==> src/rtl/regfile_writeback_if.sv <==
// regfile_writeback_if: result sources, hazard query and register-file write port
interface regfile_writeback_if #(
    parameter int XLEN = 32,
    parameter int AW   = 5
);
    logic            flush;
    logic            iss_valid;
    logic [AW-1:0]   iss_rd;
    logic            alu_valid;
    logic [AW-1:0]   alu_rd;
    logic [XLEN-1:0] alu_data;
    logic            lsu_valid;
    logic            lsu_ready;
    logic [AW-1:0]   lsu_rd;
    logic [XLEN-1:0] lsu_rdata;
    logic [2:0]      lsu_funct3;
    logic [1:0]      lsu_boff;
    logic [AW-1:0]   rs1;
    logic [AW-1:0]   rs2;
    logic            rs1_busy;
    logic            rs2_busy;
    logic            rd_wen;
    logic [AW-1:0]   rd;
    logic [XLEN-1:0] rd_data;
    logic            wb_err;

    modport master (
        input  flush, iss_valid, iss_rd, alu_valid, alu_rd, alu_data,
               lsu_valid, lsu_rd, lsu_rdata, lsu_funct3, lsu_boff, rs1, rs2,
        output lsu_ready, rs1_busy, rs2_busy, rd_wen, rd, rd_data, wb_err
    );

    modport slave (
        output flush, iss_valid, iss_rd, alu_valid, alu_rd, alu_data,
               lsu_valid, lsu_rd, lsu_rdata, lsu_funct3, lsu_boff, rs1, rs2,
        input  lsu_ready, rs1_busy, rs2_busy, rd_wen, rd, rd_data, wb_err
    );
endinterface

==> src/rtl/regfile_writeback.sv <==
// regfile_writeback: ALU/LSU result arbitration, load extension, registered write port and busy scoreboard
module regfile_writeback #(
    parameter int XLEN  = 32,
    parameter int NREGS = 32,
    parameter int AW    = 5
) (
    input logic CLK,
    input logic RSTN,
    regfile_writeback_if.master bus
);
    localparam logic [NREGS-1:0] ONE = NREGS'(1);

    logic [NREGS-1:0] busy, busy_n, set_m, clr_m;
    logic             acc_lsu, acc, legal, wen_n, err_n;
    logic [AW-1:0]    win_rd;
    logic [7:0]       ld_b;
    logic [15:0]      ld_h;
    logic [XLEN-1:0]  ld_data, win_data;
    logic             rd_wen_q, wb_err_q;
    logic [AW-1:0]    rd_q;
    logic [XLEN-1:0]  rd_data_q;

    // arbitration, load extension and next scoreboard; set beats clear, x0 never busy
    always_comb begin
        acc_lsu  = bus.lsu_valid & ~bus.alu_valid;
        acc      = bus.alu_valid | acc_lsu;
        legal    = bus.lsu_funct3 inside {3'b000, 3'b001, 3'b010, 3'b100, 3'b101};
        ld_b     = bus.lsu_rdata[{bus.lsu_boff, 3'b000} +: 8];
        ld_h     = bus.lsu_rdata[{bus.lsu_boff[1], 4'b0000} +: 16];
        ld_data  = bus.lsu_funct3 == 3'b000 ? {{(XLEN-8){ld_b[7]}}, ld_b} :
                   bus.lsu_funct3 == 3'b001 ? {{(XLEN-16){ld_h[15]}}, ld_h} :
                   bus.lsu_funct3 == 3'b100 ? {{(XLEN-8){1'b0}}, ld_b} :
                   bus.lsu_funct3 == 3'b101 ? {{(XLEN-16){1'b0}}, ld_h} : bus.lsu_rdata;
        win_rd   = bus.alu_valid ? bus.alu_rd : bus.lsu_rd;
        win_data = bus.alu_valid ? bus.alu_data : ld_data;
        wen_n    = (bus.alu_valid | (acc_lsu & legal)) & (win_rd != '0);
        err_n    = acc_lsu & ~legal;
        set_m    = (bus.iss_valid & ~bus.flush) ? ONE << bus.iss_rd : '0;
        clr_m    = acc ? ONE << win_rd : '0;
        busy_n   = bus.flush ? '0 : ((busy & ~clr_m) | set_m) & ~ONE;
    end

    // registered write port and scoreboard; rd/rd_data hold between writes
    always_ff @(posedge CLK or negedge RSTN) begin
        if (!RSTN) begin
            rd_wen_q  <= 1'b0;
            wb_err_q  <= 1'b0;
            rd_q      <= '0;
            rd_data_q <= '0;
            busy      <= '0;
        end else begin
            rd_wen_q  <= wen_n;
            wb_err_q  <= err_n;
            busy      <= busy_n;
            if (wen_n) begin
                rd_q      <= win_rd;
                rd_data_q <= win_data;
            end
        end
    end

    assign bus.lsu_ready = ~bus.alu_valid;
    assign bus.rd_wen    = rd_wen_q;
    assign bus.rd        = rd_q;
    assign bus.rd_data   = rd_data_q;
    assign bus.wb_err    = wb_err_q;
    assign bus.rs1_busy  = busy[bus.rs1] | (rd_wen_q & (rd_q == bus.rs1));
    assign bus.rs2_busy  = busy[bus.rs2] | (rd_wen_q & (rd_q == bus.rs2));
endmodule

==> src/flat_wrapper.sv <==
// flat-port wrapper written by rule: the top's interface ports become plain ports
module regfile_writeback_flat 
#(
    parameter int XLEN  = 32,
    parameter int NREGS = 32,
    parameter int AW    = 5
)
  (CLK, RSTN, bus_flush, bus_iss_valid, bus_iss_rd, bus_alu_valid, bus_alu_rd, bus_alu_data, bus_lsu_valid, bus_lsu_rd, bus_lsu_rdata, bus_lsu_funct3, bus_lsu_boff, bus_rs1, bus_rs2, bus_lsu_ready, bus_rs1_busy, bus_rs2_busy, bus_rd_wen, bus_rd, bus_rd_data, bus_wb_err);
  regfile_writeback_if #(.XLEN(XLEN), .AW(AW)) bus_i ();
  input logic CLK;
  input logic RSTN;
  input wire logic [$bits(bus_i.flush)-1:0] bus_flush;
  input wire logic [$bits(bus_i.iss_valid)-1:0] bus_iss_valid;
  input wire logic [$bits(bus_i.iss_rd)-1:0] bus_iss_rd;
  input wire logic [$bits(bus_i.alu_valid)-1:0] bus_alu_valid;
  input wire logic [$bits(bus_i.alu_rd)-1:0] bus_alu_rd;
  input wire logic [$bits(bus_i.alu_data)-1:0] bus_alu_data;
  input wire logic [$bits(bus_i.lsu_valid)-1:0] bus_lsu_valid;
  input wire logic [$bits(bus_i.lsu_rd)-1:0] bus_lsu_rd;
  input wire logic [$bits(bus_i.lsu_rdata)-1:0] bus_lsu_rdata;
  input wire logic [$bits(bus_i.lsu_funct3)-1:0] bus_lsu_funct3;
  input wire logic [$bits(bus_i.lsu_boff)-1:0] bus_lsu_boff;
  input wire logic [$bits(bus_i.rs1)-1:0] bus_rs1;
  input wire logic [$bits(bus_i.rs2)-1:0] bus_rs2;
  output wire logic [$bits(bus_i.lsu_ready)-1:0] bus_lsu_ready;
  output wire logic [$bits(bus_i.rs1_busy)-1:0] bus_rs1_busy;
  output wire logic [$bits(bus_i.rs2_busy)-1:0] bus_rs2_busy;
  output wire logic [$bits(bus_i.rd_wen)-1:0] bus_rd_wen;
  output wire logic [$bits(bus_i.rd)-1:0] bus_rd;
  output wire logic [$bits(bus_i.rd_data)-1:0] bus_rd_data;
  output wire logic [$bits(bus_i.wb_err)-1:0] bus_wb_err;
  assign bus_i.flush = bus_flush;
  assign bus_i.iss_valid = bus_iss_valid;
  assign bus_i.iss_rd = bus_iss_rd;
  assign bus_i.alu_valid = bus_alu_valid;
  assign bus_i.alu_rd = bus_alu_rd;
  assign bus_i.alu_data = bus_alu_data;
  assign bus_i.lsu_valid = bus_lsu_valid;
  assign bus_i.lsu_rd = bus_lsu_rd;
  assign bus_i.lsu_rdata = bus_lsu_rdata;
  assign bus_i.lsu_funct3 = bus_lsu_funct3;
  assign bus_i.lsu_boff = bus_lsu_boff;
  assign bus_i.rs1 = bus_rs1;
  assign bus_i.rs2 = bus_rs2;
  assign bus_lsu_ready = bus_i.lsu_ready;
  assign bus_rs1_busy = bus_i.rs1_busy;
  assign bus_rs2_busy = bus_i.rs2_busy;
  assign bus_rd_wen = bus_i.rd_wen;
  assign bus_rd = bus_i.rd;
  assign bus_rd_data = bus_i.rd_data;
  assign bus_wb_err = bus_i.wb_err;
  regfile_writeback #(.XLEN(XLEN), .NREGS(NREGS), .AW(AW)) u_core (.CLK(CLK), .RSTN(RSTN), .bus(bus_i));
endmodule
==> config.mk <==
export PLATFORM = sky130hd
export DESIGN_NAME = regfile_writeback_flat
export DESIGN_NICKNAME = d
export VERILOG_FILES = /design/src/rtl/regfile_writeback_if.sv /design/src/rtl/regfile_writeback.sv /design/src/flat_wrapper.sv
export SDC_FILE = /design/constraint.sdc
export NUM_CORES = 1
export LEC_CHECK = 0
export ABC_AREA = 1
export CAP_MARGIN = 0
export CORE_MARGIN = 10
export CORE_UTILIZATION = 40
export DETAILED_ROUTE_END_ITERATION = 16
export PLACE_DENSITY = 0.69
export SYNTH_ARGS = -nofsm -noshare
export SYNTH_HDL_FRONTEND = slang
export SYNTH_SLANG_ARGS = --single-unit
==> constraint.sdc <==
create_clock -name CLK -period 2.5 [get_ports CLK]
set_input_delay 0.625 -clock CLK [delete_from_list [all_inputs] [get_ports CLK]]
set_output_delay 0.625 -clock CLK [all_outputs]
set_load 0.05 [all_outputs]
* Word level (Yosys, flattened, before mapping)
Index checks and enable logic that the tools add are counted.
Word-level totals: register bits after elaboration 71, bits of input ports 100, output and inout bits 42, logic and storage cells 50
Operators by class: magnitude comparators 2, equal/unequal tests 6, shift operators 4, multiplexer cells 13, bitwise operators 17, reduce and logical (&&, ||, !) cells 3
Operators by type and width (number):
- 2-to-1 mux 32 bit | 8
- << shifter 1 x 5 -> 32 bit, first input constant | 2
- bitwise AND 32 bit | 1
- inverter 32 bit | 1
- bitwise OR 32 bit | 1
- indexed part select 32 x 6 -> 16 bit | 1
- indexed part select 32 x 6 -> 8 bit | 1
- < comparator 5 x 6 -> 1 bit, second input constant | 2
- binary-select mux 1 bit (select 5 bit) | 2
- equality test 5 bit | 2
- nonzero test 5 bit | 2
- bitwise AND 1 bit | 7
- equality test 3 bit, second input constant | 2
- 2-to-1 mux 5 bit | 1
- bitwise OR 1 bit | 4
- equality test 3 x 1 -> 1 bit, second input constant | 1
- equality test 3 x 2 -> 1 bit, second input constant | 1
- logical NOT 3 bit | 1
- inverter 1 bit | 3
- 2-to-1 mux 1 bit | 2

* Logic depth before layout (Yosys ltp)
Gate-level depths: netlist of run 1.
depth in word-level cells 8, depth in mapped cells 11, depth with buffers taken out 10

* Worst setup path before layout of run 1
OpenSTA, ideal clock, no wires.
kind in2out, start point in bus_rs2[0], end point out bus_rs2_busy, arrival 1.763 ns, data required time 1.875 ns, slack 0.112 ns, stages on the path 8, buffers on the path 2, cells stage by stage buf_2 buf_1 o211ai_1 nand2_1 nand3_1 nand3_1 nand2_1 nand2_1
On the way: cells in the longest elaborated chain, start to end 3, elaborated cells between the ends (all ways) 5, those cells by class eq/ne (1); mux (2); bitwise (2)
RTL lines:
- from (decl) | RTL line flat_wrapper.sv:24 | input wire logic [$bits(bus_i.rs2)-1:0] bus_rs2;
- binary-select mux 1 bit (select 5 bit) or equality test 5 bit (tied branches) | RTL line regfile_writeback.sv:68 | assign bus.rs2_busy = busy[bus.rs2] | (rd_wen_q & (rd_q == bus.rs2));
- 2-to-1 mux 1 bit (implied by the code) or bitwise AND 1 bit (tied branches) | RTL line regfile_writeback.sv:68
- bitwise OR 1 bit (*) | RTL line regfile_writeback.sv:68
- to (decl) | RTL line flat_wrapper.sv:27 | output wire logic [$bits(bus_i.rs2_busy)-1:0] bus_rs2_busy;
Every way passes the cells marked *; elsewhere a longest branch is shown, timed or not. The select of a mux whose other input is x is not followed.

* Worst setup path in the final report of run 1
Ends and elaborated chain as after synthesis.

==> summary.txt, run 1 <==
Min cycle time layout - 2400 ps
CP Class - primary input to primary output
Post-Syn Area per Cell - 6.12 µm²
WL per Instance - 15.9 µm
Clk_skew - 0 ps
R2R cell count - 2
Yosys warning total - 0
Max_slew headroom - 0.474
Syn Nets - 916
# rows - 40
Status - complete, no violations
Die Span Y - 132 µm
Nets - 1077
Final instance area - 7270 µm²
Post-synthesis sequential area ratio - 0.351
CP max FO - 9
Final hold violations - 0
Antenna violations before repair - 0
Reg2Reg Launch Point - u_core.busy[18]$_DFF_PN0_
Pin count of the biggest net entering global routing - 51
Detailed Route WL - 18.3 mm
Fmax achieved - 0.416 GHz
Via/cell ratio - 5.07
Unrepaired setup endpoints after global routing - no
Total grt overflow - 0
Ratio of cells with drive above 1 in the final layout - 0.0947
Die area - 17400 µm²
Post-Place Cell Area - 6870 µm²
CTS clock-pin slew for the worst setup and hold paths - 60 ps
Worst hold slack - 221 ps
Critical path required time - 1880 ps
Share of the synthesized area in the top cell type - 0.351
Initial DRC count - 465
CP Launch Type - primary input
CTS tree - yes
Syn Std Cell Area - 5000 µm²
Gate Count Post-Synth - 816
Placed cells - 1133
First-pass GRT wire length - 29.1 mm
Slew @ Worst Pin - 781 ps
CTS Root Cell - clkbuf_16
Final worst slack - 98.8 ps
Initial core utilization - 0.413
Post-route non-filler standard cell count - 1150
R2R Setup Slk - 1740 ps
Total CTS buffers - 9
Clk Latency, worst-skew pair - 340 ps
LEAKAGE - 0.00348 µW
Max rail drop VDD - 420 µV
RR Endpoint - u_core.busy[18]$_DFF_PN0_
CP Data Arrival Time - 1780 ps
Hold Path Class - primary input to async pin
Core Util, Final - 0.600
Die X - 132 µm
Clk sinks - 70
H-tree depth - 3
Via Count - 5827
Power Dens Cells - 590 nW/µm²
Yosys cell types - 30
CTS Hold Bufs - 0
Routability cong. - 0.953
DPL Wire Length - 14.5 mm
Top post-synthesis cells by area - dfrtp_1 (35%), nand2_1 (22%), nand3_1 (7.7%)
Worst slack at placement - -253 ps
Layout overhead on the synthesized area - 45.5%
Deepest clock path buffer count - 2
Max cap viols - 0
Routed Antenna Nets - 0
Std-Cell Core Area - 12100 µm²
# port buffers - 141
Ports - 142
Synthesized flop and latch total - 70
Vias in the first global route - 5542
Pins Over Slew Limit - 0
Ant diodes - 0
Setup violations, final - 0
CP Capture Type - primary output
Total GRT Usage - 0.204
Synth area leader - dfrtp_1
Post-route DRC - 0
Drt first pass iters - 6
Fin crit share - 0.960
[placed cells by master, fill, tap and decap left out, types with 2 or more instances in the layout]
cell,n
a21oi_1,59
a31oi_1,2
buf_12,10
buf_4,36
buf_6,5
bufinv_16,4
clkbuf_16,9
clkdlybuf4s50_1,129
clkinv_1,3
dfrtp_1,70
dlygate4sd2_1,3
dlymetal6s2s_1,3
inv_1,66
inv_2,11
nand2_1,288
nand2_2,4
nand3_1,76
nand4_1,2
nor2_1,96
nor2_2,2
nor3_1,9
nor4_1,8
o211ai_1,4
o21ai_0,53
o21ai_1,6
o21ai_2,2
o22ai_1,8
[critical path: stages]
cell	delay [ps]
clkdlybuf4s15_1	240
buf_4	200
o211ai_1	160
nand3_1	100
nand3_1	90
nand3_1	70
nand2_1	70
nand2_2	60
buf_12	150
[how the worst max path moves through the flow]
stage	startpoint	end	cells after the start
floorplan	bus_rs2[0]	bus_rs2_busy	8
global placement	bus_rs1[0]	bus_rs1_busy	10
detailed placement	bus_rs1[0]	bus_rs1_busy	10
CTS	bus_rs1[1]	bus_rs1_busy	9
global route	bus_rs2[0]	bus_rs2_busy	9
finish	bus_rs2[0]	bus_rs2_busy	9
[kinds of logic (layout without fill, tap and decap cells)]
kind of cell / count (synthesis) / after routing / share of synthesized area
AOI/OAI and AO/OA: 136 / 136 / 0.145
xor gates and xnor gates: 1 / 1 / 0.00175
buffers and inverters: 120 / 286 / 0.104
DFF: 70 / 70 / 0.351
and+or+nand+nor: 489 / 489 / 0.398
[per-layer routing]
layer | part of all wire | wire length (µm) | GRT usage | vias to the layer above
met5 | 0 | 0 | 0 | -
met4 | 0.012 | 214 | 0.0538 | 0
met3 | 0.082 | 1500 | 0.0606 | 17
met2 | 0.46 | 8390 | 0.320 | 239
met1 | 0.45 | 8230 | 0.267 | 2636
li1 | - | - | - | 2935
[timing repair]
action / CTS / global route
endpoints found under the hold margin: 0 / 0
pin swaps: 0 / 1
resized for setup: 17 / 10
cloned: 1 / 0
buffers inserted: 0 / 0
setup endpoints to repair: 2 / 2
[Yosys cell counts]
master / n
a21oi_1: 59
a21oi_2: 1
a31oi_1: 2
buf_1: 3
buf_2: 10
buf_4: 3
buf_6: 6
clkbuf_1: 17
clkinv_1: 3
dfrtp_1: 70
inv_1: 73
inv_2: 5
nand2_1: 290
nand2_2: 2
nand3_1: 77
nand4_1: 2
nor2_1: 96
nor2_2: 2
nor2_4: 1
nor3_1: 9
nor4_1: 8
o211ai_1: 4
o21ai_0: 53
o21ai_1: 6
o21ai_2: 2
o21ai_4: 1
o22ai_1: 8
or2_1: 1
or2_2: 1
xor2_1: 1
[sequential cells by signal (all words and copies together) (netlist names)]
register and flops:
u_core.bus.rd_data 32, u_core.busy 31, u_core.bus.rd_wen 1, u_core.bus.rd 5, u_core.bus.wb_err 1
[stage by stage]
step / TNS [ps] / total power [µW]
4_1_cts: -20.0 / 4310
3_3_place_gp: -437 / 2720
3_5_place_dp: -422 / 2720
6_report: 0 / 4290
5_1_grt: 0 / 4480
2_1_floorplan: 0 / 2110
[cell type report]
class,instances,area (µm²)
Fill cell,1194,4840
Clock inverter,6,134
Timing Repair Buffer,189,1900
Inverter,81,307
Clock buffer,10,229
Tap cell,168,210
Sequential cell,70,1750
Multi-Input combinational cell,626,2740
[power breakdown]
group	internal [µW]	switching, µW
combinational	545	869
sequential	1230	65.6
clock	1080	504
total	2850	1440
Note: power is estimated with default switching activity, not from simulation.
==> inputs of run 2 (changes only) <==
--- a/config.mk
+++ b/config.mk
@@ -11,6 +11,7 @@
 export CORE_UTILIZATION = 40
 export DETAILED_ROUTE_END_ITERATION = 16
 export PLACE_DENSITY = 0.69
+export SLEW_MARGIN = 25
 export SYNTH_ARGS = -nofsm -noshare
 export SYNTH_HDL_FRONTEND = slang
 export SYNTH_SLANG_ARGS = --single-unit
==> results of run 2 <==
Final layout, timing and power as in run 1 (identical DEF).
